<file path="config.mk">
export PLATFORM = sky130hd
export DESIGN_NAME = breakout_input_cond
export DESIGN_NICKNAME = d
export VERILOG_FILES = /design/src/rtl/breakout_input_pkg.sv /design/src/rtl/input_cond_ch.sv /design/src/rtl/breakout_input_cond.sv
export SDC_FILE = /design/constraint.sdc
export NUM_CORES = 1
export LEC_CHECK = 0
export ABC_AREA = 1
export BUFFER_PORTS_ARGS = -buffer_cell sky130_fd_sc_hd__clkbuf_2
export CAP_MARGIN = 5
export CORE_UTILIZATION = 59
export DETAILED_ROUTE_END_ITERATION = 16
export GPL_TIMING_DRIVEN = 1
export PLACE_DENSITY = 0.79
export RECOVER_POWER = 25
export SETUP_SLACK_MARGIN = 0.3
export SYNTH_ARGS = -nofsm -noshare
export SYNTH_HDL_FRONTEND = slang
export SYNTH_SLANG_ARGS = --single-unit
</file>
<file path="constraint.sdc">
create_clock -name sys_clk -period 1.4 [get_ports sys_clk]
set_input_delay 0.07 -clock sys_clk [delete_from_list [all_inputs] [get_ports sys_clk]]
set_output_delay 0.07 -clock sys_clk [all_outputs]
set_load 0.01 [all_outputs]
</file>
<file path="src/rtl/breakout_input_pkg.sv">
// Shared repeat-FSM state type and default timing constants for the key conditioner.
package breakout_input_pkg;

  typedef enum logic [1:0] {
    IDLE   = 2'd0,
    DELAY  = 2'd1,
    REPEAT = 2'd2
  } rpt_state_e;

  localparam int unsigned DEF_DEBOUNCE_TIME = 10000;
  localparam int unsigned DEF_REPEAT_DELAY  = 5000000;
  localparam int unsigned DEF_REPEAT_RATE   = 1000000;

  function automatic int unsigned max2(input int unsigned a, input int unsigned b);
    return (a > b) ? a : b;
  endfunction

endpackage

</file>
<file path="src/rtl/input_cond_ch.sv">
// One key channel: 2-flop synchroniser, counter debounce, registered press/release pulses.
// The auto-repeat FSM exists only when BREAKOUT_KEY_REPEAT_EN is defined; otherwise repeat_o is 0.
module input_cond_ch
  import breakout_input_pkg::*;
#(
  parameter int unsigned DEBOUNCE_TIME = DEF_DEBOUNCE_TIME,
  parameter int unsigned REPEAT_DELAY  = DEF_REPEAT_DELAY,
  parameter int unsigned REPEAT_RATE   = DEF_REPEAT_RATE
) (
  input  logic clk_i,
  input  logic rst_n_i,
  input  logic pressed_i,
  output logic level_o,
  output logic press_o,
  output logic release_o,
  output logic repeat_o
);

  localparam int unsigned CW = $clog2(DEBOUNCE_TIME);
  localparam logic [CW-1:0] CNT_MAX = CW'(DEBOUNCE_TIME - 1);

  if (DEBOUNCE_TIME < 2 || REPEAT_DELAY < 2 || REPEAT_RATE < 2) begin : g_bad_cfg
    $error("input_cond_ch: timing parameters must be >= 2");
  end

  logic [1:0]    sync_q;
  logic          stable_q, stable_d;
  logic [CW-1:0] cnt_q, cnt_d;
  logic          press_q, press_d;
  logic          release_q, release_d;
  logic          s;

  assign s = sync_q[1];

  // The counter only runs while the synchronised level disagrees with the accepted one.
  always_comb begin
    stable_d  = stable_q;
    cnt_d     = '0;
    press_d   = 1'b0;
    release_d = 1'b0;
    if (s != stable_q) begin
      if (cnt_q == CNT_MAX) begin
        stable_d  = s;
        press_d   = s;
        release_d = ~s;
      end else begin
        cnt_d = cnt_q + 1'b1;
      end
    end
  end

  always_ff @(posedge clk_i) begin
    if (!rst_n_i) begin
      sync_q    <= '0;
      stable_q  <= 1'b0;
      cnt_q     <= '0;
      press_q   <= 1'b0;
      release_q <= 1'b0;
    end else begin
      sync_q    <= {sync_q[0], pressed_i};
      stable_q  <= stable_d;
      cnt_q     <= cnt_d;
      press_q   <= press_d;
      release_q <= release_d;
    end
  end

  assign level_o   = stable_q;
  assign press_o   = press_q;
  assign release_o = release_q;

`ifdef BREAKOUT_KEY_REPEAT_EN
  localparam int unsigned RW = $clog2(max2(REPEAT_DELAY, REPEAT_RATE));
  localparam logic [RW-1:0] RD_MAX = RW'(REPEAT_DELAY - 1);
  localparam logic [RW-1:0] RR_MAX = RW'(REPEAT_RATE - 1);

  rpt_state_e    rstate_q;
  logic [RW-1:0] rcnt_q;
  logic          rep_q;

  // Driven from the next-state debounce terms so the first repeat lands REPEAT_DELAY after the press pulse.
  always_ff @(posedge clk_i) begin
    if (!rst_n_i) begin
      rstate_q <= IDLE;
      rcnt_q   <= '0;
      rep_q    <= 1'b0;
    end else begin
      rep_q <= 1'b0;
      if (!stable_d) begin
        rstate_q <= IDLE;
        rcnt_q   <= '0;
      end else begin
        case (rstate_q)
          IDLE: begin
            if (press_d) begin
              rstate_q <= DELAY;
              rcnt_q   <= '0;
            end
          end
          DELAY: begin
            if (rcnt_q == RD_MAX) begin
              rep_q    <= 1'b1;
              rcnt_q   <= '0;
              rstate_q <= REPEAT;
            end else begin
              rcnt_q <= rcnt_q + 1'b1;
            end
          end
          REPEAT: begin
            if (rcnt_q == RR_MAX) begin
              rep_q  <= 1'b1;
              rcnt_q <= '0;
            end else begin
              rcnt_q <= rcnt_q + 1'b1;
            end
          end
          default: begin
            rstate_q <= IDLE;
            rcnt_q   <= '0;
          end
        endcase
      end
    end
  end

  assign repeat_o = rep_q;
`else
  assign repeat_o = 1'b0;
`endif

endmodule

</file>
<file path="src/rtl/breakout_input_cond.sv">
// N-channel key conditioner: pin polarity and mask normalisation feeding one input_cond_ch per key.
// Optional auto-repeat is enabled by defining BREAKOUT_KEY_REPEAT_EN.
module breakout_input_cond
  import breakout_input_pkg::*;
#(
  parameter int unsigned N_CH          = 3,
  parameter int unsigned DEBOUNCE_TIME = DEF_DEBOUNCE_TIME,
  parameter bit          ACTIVE_LOW    = 1'b1,
  parameter int unsigned REPEAT_DELAY  = DEF_REPEAT_DELAY,
  parameter int unsigned REPEAT_RATE   = DEF_REPEAT_RATE
) (
  input  logic            sys_clk,
  input  logic            sys_rst_n,
  input  logic [N_CH-1:0] key_in,
  input  logic [N_CH-1:0] key_mask,
  output logic [N_CH-1:0] level_out,
  output logic [N_CH-1:0] press_pulse,
  output logic [N_CH-1:0] release_pulse,
  output logic [N_CH-1:0] repeat_pulse
);

  logic [N_CH-1:0] pressed;

  // A masked key looks released, so it drops through the normal debounce path.
  assign pressed = (ACTIVE_LOW ? ~key_in : key_in) & ~key_mask;

  for (genvar g = 0; g < N_CH; g++) begin : g_ch
    input_cond_ch #(
      .DEBOUNCE_TIME (DEBOUNCE_TIME),
      .REPEAT_DELAY  (REPEAT_DELAY),
      .REPEAT_RATE   (REPEAT_RATE)
    ) u_ch (
      .clk_i     (sys_clk),
      .rst_n_i   (sys_rst_n),
      .pressed_i (pressed[g]),
      .level_o   (level_out[g]),
      .press_o   (press_pulse[g]),
      .release_o (release_pulse[g]),
      .repeat_o  (repeat_pulse[g])
    );
  end

endmodule

</file>
==> results.md <==
* Total track usage at between 20% and 30%
* Initial Utilization at between 60% and 70%
* Die span in x at 67.53 um
* Via-to-Cell Ratio at about 5.5
* FMAX at ~0.78 GHz
* NumNets Final at just over 400
* Routability Congestion at between 0.8 and 0.9
* FF+latch count, synth at 57
* Status: finished, final reports clean
* Initial antenna violation count at 0
* Vias in the first global route at approximately 2300
* # diodes at 0
* Row count at 23
* Final hold viol count at 0
* Clk root buf: clkbuf_8
* Antenna Nets Post-Route at 0
* Total CTS buffers at 9
* Fin Setup TNS at 0 ns
* Slew Viols, Final at 0
* Wirelength per Cell at approximately 16 um
* Comb pwr share at 2.4%
* Synth-to-layout area growth at 40.74%
* Clock share of power at 44.6%
* Die H at 67.53 um
* Tmin final at between 1 and 1.5 ns
* Clock tree buffer depth at 2
* Pre-CTS setup slack at roughly 0.096 ns
* Critical path type: reg2reg
* CTS clk-pin slew, worst paths at around 0.070 ns
* Clock sink count at 57
* Largest net degree at the start of global routing at 10
* Leading area contributor after synthesis: dfxtp_1
* Crit Path Max Fanout at 7
* Clk_skew at slightly below 0.009 ns
* Hold WC Path Type: in2reg
* Leakage power at between 1 and 1.5 nW
* Mean Syn Cell Area at 7.302 um^2
* Max_cap viols at 0
* Critical Path End Type: flip-flop
* Top cell type's share of synthesized area at 45.04%
* IR drop worst, VDD at 0.8839 mV
* Final HPWL DP at approximately 3200 um
* CP startpoint kind: flip-flop
* Mapped cell area at around 2500 um^2
* Total Wirelength at 7161 um
* CTS tree: built
* Total congestion overflow at 0
* Syn Inst Count at about 350
* Critical Path RT at 1.68 ns
* Post-synthesis sequential area ratio at around 45%
* Number of I/O port buffers at 16
* Final WS setup at 0.1136 ns
* Distinct cells, synth at 24
* Routed vias at ~2500
* First-pass GRT wire length at 9929 um
* Number of iterations in the first detailed-routing pass at 4
* Critical Path AT at 1.56 ns
* Switching Fraction at 22.30%
* Die Area at 4560 um^2
* Top cells by area, synth: dfxtp_1 45%, nand2_1 11%, nor2_1 10%
* Clk_lat worst skew at between 0.3 and 0.4 ns
* Fin crit share at between 90% and 100%
* Core footprint at between 4000 and 5000 um^2
* Flop pwr share at between 50 and 60%
* RSZ-0062 raised after global routing: true
* # H-tree levels at 3
* Endpoints failing setup at 0
* Pwr dens at between 800 and 900 nW/um^2
* Ys Warns at 0
* Drc violations at 0
* DRT iter0 DRCs at ~190
* Fraction of layout cells with a size suffix above 1 at between 40 and 50%
* Pint at ~2.4 mW
* Sw power at between 0.6 and 0.7 mW
* Number of I/O pins at 20
## flip-flops by register name, indices dropped and copies added (netlist names)
name                 count
g_ch.u_ch.cnt_q         42
g_ch.u_ch.press_o        3
g_ch.u_ch.sync_q         6
g_ch.u_ch.release_o      3
g_ch.u_ch.level_o        3
## worst max-delay path, cell delays in order, from the launching register on
cell and delay (ns):
dfxtp_1 0.41, o21ai_1 0.13, a21oi_2 0.29, buf_4 0.21
nand2_8 0.07, nor2_1 0.10
## metal layers
metal / track usage [%] / vias to the layer above / part of all wire [%]
met2: 52.97 / 82 / 54
met5: 0 / - / 0
li1: - / 1173 / -
met1: 31.88 / 1185 / 37
met4: 13.03 / 0 / 4.8
met3: 10.30 / 32 / 4.8
## power groups by stage
stage / clock [mW] / combinational [mW] / sequential (mW)
after detailed placement: 0 / 0.0363 / 1.67
final: 1.37 / 0.0732 / 1.63
after floorplan: 0 / 0.0282 / 1.67
after global placement: 0 / 0.0351 / 1.67
after global routing: 1.44 / 0.0799 / 1.63
after CTS: 1.36 / 0.0606 / 1.63
## stage by stage
step                      total power [mW]  cell area [um^2]  utilization (%)  instances  hold slack [ns]
final                                3.065              3566            87.88        448          0.02852
after global routing                 3.143              3566            87.88        448          0.04453
after CTS                            3.051              3266            80.48        439          0.01179
after detailed placement             1.707              2683            66.11        402           0.2439
after global placement               1.705              2683            66.11        402           0.2482
after floorplan                      1.698              2649                -        349           0.1468
## worst paths after layout
kind	from	cells past startpoint	slack, ns	end
setup / recovery	g_ch[1].u_ch.level_o$_SDFFE_PN0P_	5	0.11	g_ch[1].u_ch.cnt_q[7]$_SDFF_PP0_
hold / removal	sys_rst_n	3	0.03	g_ch[1].u_ch.sync_q[1]$_SDFF_PN0_
hold reg to reg	g_ch[1].u_ch.sync_q[0]$_SDFF_PN0_	2	0.42	g_ch[1].u_ch.sync_q[1]$_SDFF_PN0_
setup reg to reg	g_ch[1].u_ch.level_o$_SDFFE_PN0P_	5	0.11	g_ch[1].u_ch.cnt_q[7]$_SDFF_PP0_
## cells in the final DEF, fill, tap and decap left out, types with 7 or more instances in the layout
master	netlist	routed
nor2_2	4	19
a21oi_2	2	10
clkbuf_8	0	11
xor2_1	12	11
inv_2	5	8
buf_4	13	22
nand2_1	73	61
nor2_1	68	38
dfxtp_1	57	28
clkbuf_2	0	9
nand4_1	7	7
inv_1	30	26
dfxtp_2	0	23
nand3_1	25	15
nor2_4	0	15
clkbuf_1	0	9
## kinds of logic (layout without fill, tap and decap cells)
logic type | count (synthesis) | after routing | synth area share (%)
XOR/XNOR | 17 | 17 | 5.876
AO/OA/AOI/OAI | 22 | 22 | 4.642
adder cells (fa/ha/maj) | 3 | 3 | 1.482
buffers and inverters | 51 | 97 | 10.07
AND/OR/NAND/NOR | 196 | 199 | 32.74
other | 1 | 3 | 0.1480
flip-flops | 57 | 57 | 45.04
## synth_stat cells (all sizes together)
cell,n
inv,35
nor3,10
o21ai,4
or2,4
nor2b,2
nor2,72
conb,1
nand2,76
xor2,12
dfxtp,57
ha,3
clkinv,1
nand3,25
buf,15
nand4,7
xnor2,5
a21oi,18
## layout make-up
class	instances	area, um^2
flip-flops and latches	57	1192
inverters	36	140.1
clock inverters	3	15.01
repair buffers	45	307.8
multi-input cells	244	1689
well taps	50	62.56
clock buffers	13	158.9
fillers	192	491.7
## timing repair
item | in CTS | in global routing
buffers inserted | 12 | 9
gates cloned | 3 | 0
setup endpoints to repair | 44 | 51
pin swaps | 22 | 25
resized for setup | 68 | 71
hold endpoints to repair | 3 | 0
hold buffers | 6 | 0
(Power assumes the default switching activity.)
